===== src/rtl/redux_pkg.sv =====
// ============================================================================
//  Module      : redux_pkg
//  Description : Shared defaults and the fetch-stage state type for the
//                Redux-V core.
//  Revision    : 1.0 - initial release
// ============================================================================
`default_nettype none

package redux_pkg;

    localparam int ADDR_W_DEF   = 8;
    localparam int INSTR_W_DEF  = 8;
    localparam int RESET_PC_DEF = 0;
    localparam int CNT_W_DEF    = 16;

    typedef enum logic [1:0] {
        RUN  = 2'd0,
        HALT = 2'd1,
        END  = 2'd2
    } fetch_state_t;

endpackage

`default_nettype wire


===== src/rtl/sat_counter.sv =====
// ============================================================================
//  Module      : sat_counter
//  Description : Up-counter that sticks at all-ones; synchronous clear.
//  Revision    : 1.0 - initial release
// ============================================================================
`default_nettype none

module sat_counter #(
    parameter int CNT_W = 16
) (
    input  logic             clk,
    input  logic             rst_n,
    input  logic             inc_i,
    input  logic             clear_i,
    output logic [CNT_W-1:0] count_o
);

    logic [CNT_W-1:0] count_q;
    logic [CNT_W-1:0] count_d;

    // Next count: clear first, otherwise increment unless already saturated.
    always_comb begin
        count_d = count_q;
        if (clear_i) begin
            count_d = '0;
        end else if (inc_i && (count_q != {CNT_W{1'b1}})) begin
            count_d = count_q + 1'b1;
        end
    end

    // Count register with synchronous active-low reset.
    always_ff @(posedge clk) begin
        if (!rst_n) begin
            count_q <= '0;
        end else begin
            count_q <= count_d;
        end
    end

    assign count_o = count_q;

endmodule

`default_nettype wire


===== src/rtl/fetch_unit.sv =====
// ============================================================================
//  Module      : fetch_unit
//  Description : Redux-V instruction-fetch stage. Owns the PC, reads the
//                combinational instruction memory, and offers a one-entry
//                instruction register to the decoder via valid/ready.
//                Supports redirects and halt/resume.
//  Revision    : 1.0 - initial release
// ============================================================================
`default_nettype none

module fetch_unit
    import redux_pkg::*;
#(
    parameter int ADDR_W   = ADDR_W_DEF,
    parameter int INSTR_W  = INSTR_W_DEF,
    parameter int RESET_PC = RESET_PC_DEF,
    parameter bit WRAP_EN  = 1'b1,
    parameter int CNT_W    = CNT_W_DEF
) (
    input  logic               clk,
    input  logic               rst_n,
    output logic [ADDR_W-1:0]  imem_addr,
    input  logic [INSTR_W-1:0] imem_data,
    output logic [INSTR_W-1:0] ir_instr,
    output logic [ADDR_W-1:0]  ir_pc,
    output logic               ir_valid,
    input  logic               ir_ready,
    input  logic               redirect_en,
    input  logic [ADDR_W-1:0]  redirect_pc,
    input  logic               halt_req,
    input  logic               resume,
    output logic               halted,
    output logic [CNT_W-1:0]   fetch_count
);

    localparam logic [ADDR_W-1:0] PC_LAST  = {ADDR_W{1'b1}};
    localparam logic [ADDR_W-1:0] PC_RESET = ADDR_W'(RESET_PC);

    fetch_state_t       state_q, state_d;
    logic [ADDR_W-1:0]  pc_q, pc_d;
    logic [INSTR_W-1:0] ir_instr_q, ir_instr_d;
    logic [ADDR_W-1:0]  ir_pc_q, ir_pc_d;
    logic               ir_valid_q, ir_valid_d;
    logic               load;
    logic               at_last;

    // A halt request also blocks the load so the stage stops on that edge.
    assign load    = (state_q == RUN) && (!ir_valid_q || ir_ready)
                     && !redirect_en && !halt_req;
    assign at_last = (pc_q == PC_LAST);

    // Next-state logic; a redirect takes priority over halt/resume.
    always_comb begin
        state_d = state_q;
        unique case (state_q)
            RUN: begin
                if (!redirect_en) begin
                    if (halt_req) begin
                        state_d = HALT;
                    end else if (load && !WRAP_EN && at_last) begin
                        state_d = END;
                    end
                end
            end
            HALT: begin
                if (!redirect_en && resume && !halt_req) begin
                    state_d = RUN;
                end
            end
            END: begin
                if (redirect_en) begin
                    state_d = RUN;
                end else if (halt_req) begin
                    state_d = HALT;
                end
            end
            default: state_d = RUN;
        endcase
    end

    // PC and instruction-register update: redirect flushes, load fills,
    // a decoder handshake without a refill empties the IR.
    always_comb begin
        pc_d       = pc_q;
        ir_instr_d = ir_instr_q;
        ir_pc_d    = ir_pc_q;
        ir_valid_d = ir_valid_q;
        if (redirect_en) begin
            pc_d       = redirect_pc;
            ir_valid_d = 1'b0;
        end else if (load) begin
            ir_instr_d = imem_data;
            ir_pc_d    = pc_q;
            ir_valid_d = 1'b1;
            // Without wrap the PC parks on the last address once it is fetched.
            if (WRAP_EN || !at_last) begin
                pc_d = pc_q + 1'b1;
            end
        end else if (ir_valid_q && ir_ready) begin
            ir_valid_d = 1'b0;
        end
    end

    // State, PC and IR registers with synchronous active-low reset.
    always_ff @(posedge clk) begin
        if (!rst_n) begin
            state_q    <= RUN;
            pc_q       <= PC_RESET;
            ir_instr_q <= '0;
            ir_pc_q    <= '0;
            ir_valid_q <= 1'b0;
        end else begin
            state_q    <= state_d;
            pc_q       <= pc_d;
            ir_instr_q <= ir_instr_d;
            ir_pc_q    <= ir_pc_d;
            ir_valid_q <= ir_valid_d;
        end
    end

    sat_counter #(
        .CNT_W (CNT_W)
    ) u_fetch_cnt (
        .clk     (clk),
        .rst_n   (rst_n),
        .inc_i   (load),
        .clear_i (1'b0),
        .count_o (fetch_count)
    );

    assign imem_addr = pc_q;
    assign ir_instr  = ir_instr_q;
    assign ir_pc     = ir_pc_q;
    assign ir_valid  = ir_valid_q;
    assign halted    = (state_q != RUN);

endmodule

`default_nettype wire


===== config.mk =====
export PLATFORM = sky130hd
export DESIGN_NAME = fetch_unit
export DESIGN_NICKNAME = d
export VERILOG_FILES = /design/src/rtl/redux_pkg.sv /design/src/rtl/sat_counter.sv /design/src/rtl/fetch_unit.sv
export SDC_FILE = /design/constraint.sdc
export NUM_CORES = 1
export LEC_CHECK = 0
export ABC_AREA = 1
export CORE_ASPECT_RATIO = 1.2
export CORE_MARGIN = 5
export CORE_UTILIZATION = 42
export CTS_CLUSTER_DIAMETER = 120
export DETAILED_ROUTE_END_ITERATION = 10
export PLACE_DENSITY = 0.75
export REMOVE_ABC_BUFFERS = 1
export SETUP_SLACK_MARGIN = 0.15
export SLEW_MARGIN = 20
export SYNTH_ARGS = -nofsm -noshare
export SYNTH_HDL_FRONTEND = slang
export SYNTH_HIERARCHICAL = 1
export SYNTH_SLANG_ARGS = --single-unit

===== constraint.sdc =====
create_clock -name clk -period 1.62 [get_ports clk]
set_clock_uncertainty 0.15 [all_clocks]
set_input_delay 0.324 -clock clk [delete_from_list [all_inputs] [get_ports clk]]
set_output_delay 0.324 -clock clk [all_outputs]
set_load 0.02 [all_outputs]

==> results of run 1 <==
==> metrics by stage <==
stage | setup TNS, ns | worst slack (ns) | util | total power [mW]
4_1_cts | 0 | 0.0409 | 0.686 | 2.38
2_1_floorplan | -3.31 | -0.315 | - | 1.31
6_report | -0.0252 | -0.0252 | 0.728 | 2.40
3_5_place_dp | -10.29 | -0.409 | 0.601 | 1.52
3_3_place_gp | -9.20 | -0.378 | 0.601 | 1.51
5_1_grt | -0.332 | -0.113 | 0.728 | 2.50
==> flip-flops by register name, indices dropped and copies added (netlist names) <==
register	count
state_q	2
imem_addr	8
ir_instr	8
ir_pc	8
ir_valid	1
u_fetch_cnt/count_o	16
==> area by class of cell <==
type / count / area share
multi-input cells: 237 / 0.379
repair buffers: 108 / 0.285
flip-flops and latches: 43 / 0.252
inverters: 27 / 0.0310
clock buffers: 6 / 0.0230
well taps: 60 / 0.0209
clock inverters: 2 / 0.00974
==> cell usage after synthesis (all sizes together) <==
cell / instances
o21bai: 1
xor2: 1
conb: 1
buf: 8
dfxtp: 43
clkinv: 2
nand4: 4
xnor2: 1
nand3b: 2
a22oi: 1
ha: 2
o21a: 1
nor2: 56
a21boi: 1
a211oi: 1
o21ai: 11
clkbuf: 2
nand3: 29
inv: 25
a21o: 1
a21oi: 33
nand2: 91
==> power by group <==
part / internal (mW) / switching, mW / leakage (nW)
Combinational: 0.197 / 0.213 / 0.994
Clock: 0.499 / 0.379 / 0.0612
Sequential: 1.08 / 0.0263 / 0.361
Total: 1.78 / 0.619 / 1.42
==> metal layers <==
metal / part of all wire / up-vias / wire length (um)
li1: - / 1224 / -
met1: 0.36 / 1183 / 2610
met2: 0.53 / 101 / 3820
met3: 0.077 / 19 / 550
met4: 0.028 / 0 / 203
met5: 0 / - / 0
==> how the worst min path moves through the flow <==
stage,to,depth (start not counted)
finish,ir_instr[0],2
global route,ir_instr[0],2
CTS,ir_instr[7],2
detailed placement,ir_instr[7],2
global placement,ir_instr[5],2
floorplan,ir_valid,1
==> what timing repair did <==
action,CTS,global route
endpoints found under the setup margin,83,71
setup buffers,10,5
hold buffers,0,0
gates cloned,2,2
pin swaps,20,18
gates resized for setup,156,82
==> worst reg2reg max path, stage by stage, from the launching register on <==
cell	delay, ns
dfxtp_4	0.38
ha_4	0.15
buf_6	0.11
nand2_2	0.05
nor2_2	0.08
nand2_2	0.09
nor2_4	0.19
buf_6	0.13
nor2_4	0.03
nor2_1	0.12
nor2_1	0.07
==> placed cells by master, fill, tap and decap left out, drive strengths merged, types with 2 or more instances in the layout <==
master         netlist  routed
nand4                4       4
a21oi               33      33
ha                   2       2
clkinv               2       4
nand3               29      29
inv                 25      24
o21ai               11      11
dlygate4sd2          0       5
clkdlybuf4s15        0      29
nand2               91      91
nor2                56      56
nand3b               2       2
dfxtp               43      43
clkdlybuf4s50        0      18
clkbuf               2      15
buf                  8      47
==> cells by family after synthesis <==
group                      count (synthesis)
AOI/OAI and AO/OA                         50
xor gates and xnor gates                   2
adders and majority gates                  2
buffers and inverters                     37
DFF                                       43
other                                      1
and+or+nand+nor                          182
==> results.py, run 1 <==
metrics = {
    "final_layout": {
        "n_fill_cell": 374,
        "antenna_cells": 0,
        "instances_no_fill": 483,
        "multiInputGateArea_mm2": 0.00136,
        "drive_above_1_share": 0.381,
        "register_area_um2": 905,
        "fin_area_mm2": 0.00360,
        "syn2layout_area_growth_pct": 67.4,
        "nets": 446,
    },
    "outcome": {
        "status": "finished, violations left",
        "violations": "negative setup slack",
    },
    "logic_synthesis": {
        "synth_compound_area_frac": 0.129,
        "synth_top_family_by_area": "simple AND/OR/NAND/NOR gates",
        "synth-xor-area-share": 0.00815,
        "postSynthCellCount": 317,
        "synth_fa_ha_area_frac": 0.0116,
        "synthSimpleGateAreaFrac": 0.363,
        "synth.distinct_cells": 33,
        "yosysTopAreaCellShare": 0.401,
        "synth.area.mux_share": 0,
        "syn_area_per_cell_um2": 6.78,
        "syn_area_mm2": 0.00215,
        "ys_seq_elements": 43,
        "synth_seq_area_share": 0.401,
        "yosys.area.top_type": "dfxtp_1",
        "yosys_warnings": 6,
        "synth_area_leaders": "dfxtp_1 40%, nand2_1 16%, nor2_1 8.9%",
    },
    "clock_network": {
        "clock_path_buffers": 2,
        "cts_root_buf": "clkbuf_8",
        "insertion_delay_ns": 0.29,
        "clk_pin_slew_ns": 0.08,
        "numCtsBuffers": 5,
        "htree_levels": 2,
        "cts_tree": "built",
        "clock-sinks": 43,
    },
    "floorplan": {
        "core_area_mm2": 0.00494,
        "fp.dieArea_mm2": 0.00665,
        "ios": 64,
        "start_util": 0.435,
        "fp.dieW_um": 75.3,
        "die_h_um": 88.3,
        "core.rowCount": 28,
    },
    "critical_path": {
        "reg2reg_depth": 10,
        "reg2reg_to": "u_fetch_cnt/count_o[5]",
        "slowest_stage": "dfxtp_4",
        "rr_startpoint": "u_fetch_cnt/count_o[1]",
        "end_kind": "flop",
        "cp_cell_sequence": "ha_4 > buf_6 > nand2_2 > nor2_2 > nand2_2 > nor2_4 > buf_6 > nor2_4 > nor2_1 > nor2_1",
        "cp.depth": 10,
        "endpoint": "u_fetch_cnt/count_o[5]",
        "cp_num_buf_inv": 2,
        "cp.arrival_ns": 1.68,
        "reg2reg_slack_ns": -0.03,
        "critPathLaunch": "u_fetch_cnt/count_o[1]",
        "crit_type": "flop to flop",
        "cpLargestDelayFamily": "simple AND/OR/NAND/NOR gates",
        "startpoint_type": "flop",
        "path_max_fanout": 3,
        "critPathRequiredTime_ns": 1.66,
        "slowest_delay_ns": 0.38,
    },
    "global_route": {
        "grtUsageMet3": 0.0614,
        "globalRouteTotalUtil": 0.202,
        "grt_max_degree": 26,
        "antenna_found_initial": 0,
        "grt_pass1_wl_um": 10500,
        "met2_usage": 0.367,
        "grt_overflow": 0,
        "grt_use_met1": 0.211,
        "grt_pass1_vias": 2360,
        "busiest_layer": "met2",
    },
    "power_and_ir_drop": {
        "irDropWorstVdd_mv": 0.585,
        "leakage_nw": 1.42,
        "powerDensity_mw_per_mm2": 666,
    },
    "timing": {
        "drv_slew": 0,
        "period_share": 1.02,
        "fin_ws_ns": -0.0252,
        "rsz0062_at_grt": "yes",
        "setup_violations": 1,
        "fin_crit_ns": 1.65,
        "holdWs_ns": 0.319,
        "hold_violations": 0,
        "max_freq_mhz": 608,
    },
    "drt": {
        "antenna_left": 0,
        "drt-wirelength-per-cell_um": 14.9,
        "vias_per_cell": 5.23,
        "drtPass1Iterations": 4,
        "drt_iter0_drc": 107,
        "wl_um": 7180,
        "route.detailed.drc": 0,
        "num_vias": 2527,
    },
    "place": {
        "hpwlAfterDp_um": 4200,
        "port_buffers": 63,
        "dpl_cell_area_mm2": 0.00297,
        "dp.cells": 456,
        "gp_congestion": 0.851,
    },
    "flow_run": {
        "cap_violations": 0,
    },
    "hold_path": {
        "hold_path.class": "flop to flop",
        "hp-start": "ir_instr[0]",
    },
}
No activity file was read; power rests on OpenSTA's default activity.
==> run 2, diff against run 1 <==
==> constraint.sdc (replaced) <==
create_clock -name clk -period 1.62 [get_ports clk]
set_clock_uncertainty 0.15 [all_clocks]
set_input_delay 0.486 -clock clk [delete_from_list [all_inputs] [get_ports clk]]
set_output_delay 0.486 -clock clk [all_outputs]
set_load 0.02 [all_outputs]
==> run 2 against run 1 <==
The flow still finishes with violations (negative setup slack). Combinational power fell by 3%. Routed wire length decreased by 6.4%. Setup slack worse by 0.014 ns. Cell area decreased by 3.4%. Hold slack better by 0.00093 ns.
==> results.py, run 2 (synthesized netlist as in run 1, its figures left out) <==
metrics = {
    "critical_path": {
        "path_max_fanout": 8,
        "startpoint_type": "flop",
        "slowest_delay_ns": 0.33,
        "cp.arrival_ns": 1.71,
        "cp_cell_sequence": "buf_4 > nand2_2 > nor2_2 > nand4_1 > buf_6 > a21oi_2 > nor2_1",
        "crit_type": "flop to flop",
        "end_kind": "flop",
        "critPathRequiredTime_ns": 1.67,
        "reg2reg_depth": 7,
        "slowest_stage": "dfxtp_2",
    },
    "hold_path": {
        "hold_path.class": "flop to flop",
        "hold_depth": 2,
    },
    "timing": {
        "rsz0062_at_grt": "yes",
        "period_share": 1.02,
        "holdWs_ns": 0.320,
        "fin_ws_ns": -0.0397,
        "max_freq_mhz": 603,
        "fin_crit_ns": 1.66,
        "setup_violations": 4,
        "drv_slew": 0,
        "hold_violations": 0,
    },
    "clock_network": {
        "cts_root_buf": "clkbuf_8",
        "cts-hold-fix-buffers": 0,
        "htree_levels": 2,
        "insertion_delay_ns": 0.31,
        "clock-sinks": 43,
        "clock_path_buffers": 2,
        "clk_pin_slew_ns": 0.10,
        "cts_tree": "built",
        "numCtsBuffers": 5,
    },
    "global_route": {
        "grt_use_met1": 0.217,
        "busiest_layer": "met2",
        "grt_pass1_vias": 2459,
        "grt_max_degree": 26,
        "grtUsageMet3": 0.0568,
        "grt_pass1_wl_um": 10600,
        "grt_overflow": 0,
        "met2_usage": 0.368,
        "globalRouteTotalUtil": 0.203,
        "antenna_found_initial": 0,
    },
    "drt": {
        "num_vias": 2499,
        "route.detailed.drc": 0,
        "vias_per_cell": 5.06,
        "drtPass1Iterations": 4,
        "antenna_left": 0,
        "wl_um": 6720,
        "drt_iter0_drc": 209,
        "drt-wirelength-per-cell_um": 13.6,
    },
    "flow_run": {
        "cap_violations": 0,
    },
    "place": {
        "dpl_cell_area_mm2": 0.00311,
        "hpwlAfterDp_um": 4410,
        "gp_congestion": 0.865,
        "port_buffers": 63,
    },
    "power_and_ir_drop": {
        "irDropWorstVdd_mv": 0.485,
        "p_total_mw": 2.25,
        "switching_share": 0.288,
        "p_comb_frac": 0.177,
        "leakage_nw": 1.54,
        "p_sw_uw": 650,
        "powerDensity_mw_per_mm2": 649,
        "p_int_mw": 1.60,
        "clkPwrFrac": 0.327,
        "seq_power_share": 0.496,
    },
    "floorplan": {
        "fp.dieArea_mm2": 0.00665,
        "core.rowCount": 28,
        "ios": 64,
        "fp.dieW_um": 75.3,
        "core_area_mm2": 0.00494,
        "die_h_um": 88.3,
        "start_util": 0.435,
    },
    "final_layout": {
        "antenna_cells": 0,
        "final_common_cell": "nand2_1",
        "largest_register_ffs": 16,
        "most-common-layout-cells": "77 x nand2_1, 73 x buf_4, 38 x nor2_1",
        "drive_above_1_share": 0.456,
        "syn2layout_area_growth_pct": 61.6,
        "nets": 457,
        "fin_area_mm2": 0.00347,
    },
    "outcome": {
        "status": "finished, violations left",
        "violations": "negative setup slack",
    },
}
==> run 2: cell count changes in the layout (fill, tap and decap cells not counted), moves of 7 or more <==
cell	before	now
dfxtp_2	8	25
clkdlybuf4s15_2	14	1
dfxtp_4	9	2
nor2_4	15	8
dfxtp_1	26	16
clkdlybuf4s15_1	15	0
buf_2	3	13
buf_4	31	73
==> run 2: worst paths after layout <==
check                         startpoint                     end  slack (ns)
setup / recovery  u_fetch_cnt/count_o[4]  u_fetch_cnt/count_o[6]       -0.04
hold / removal                  ir_pc[5]                ir_pc[5]        0.32
setup reg to reg  u_fetch_cnt/count_o[4]  u_fetch_cnt/count_o[6]       -0.04
hold reg to reg                 ir_pc[5]                ir_pc[5]        0.32
==> run 2: area by class of cell <==
class	count	area [um2]
Clock inverter	3	26.3
Tap cell	60	75.1
Fill cell	402	1470
Inverter	27	111
Multi-Input combinational cell	237	1340
Sequential cell	43	900
Clock buffer	5	68.8
Timing Repair Buffer	119	956
==> run 2: power by group through the flow <==
stage | logic, mW | clock network, mW | registers, mW
global route | 0.436 | 0.800 | 1.12
CTS | 0.380 | 0.751 | 1.11
global placement | 0.392 | 0 | 1.14
detailed placement | 0.396 | 0 | 1.14
floorplan | 0.124 | 0 | 1.19
finish | 0.399 | 0.737 | 1.12
==> run 2: worst max-delay path, delay by kind of cell, from the launching register on <==
kind | cells | cell delay (ns)
AND/OR/NAND/NOR | 4 | 0.55
buffers and inverters | 2 | 0.37
flip-flops | 1 | 0.33
AO/OA/AOI/OAI | 1 | 0.14
==> run 2: routing by layer <==
layer | wire length (um) | share of wire
met5 | 0 | 0
met2 | 3480 | 0.52
met1 | 2550 | 0.38
met3 | 540 | 0.080
met4 | 148 | 0.022
==> run 2: what timing repair did <==
action / CTS / global route
buffers inserted: 8 / 2
pin swaps: 24 / 14
setup endpoints to repair: 84 / 66
gates cloned: 1 / 0
resized for setup: 258 / 57
==> run 2: through the flow <==
stage | util | setup slack [ns] | cells | TNS [ns]
after floorplan | - | -0.315 | 307 | -3.73
after global placement | 0.630 | -0.545 | 475 | -16.20
after detailed placement | 0.630 | -0.586 | 475 | -17.61
after CTS | 0.667 | 0.0424 | 492 | 0
after global routing | 0.703 | -0.0749 | 494 | -0.592
final | 0.703 | -0.0397 | 494 | -0.0450
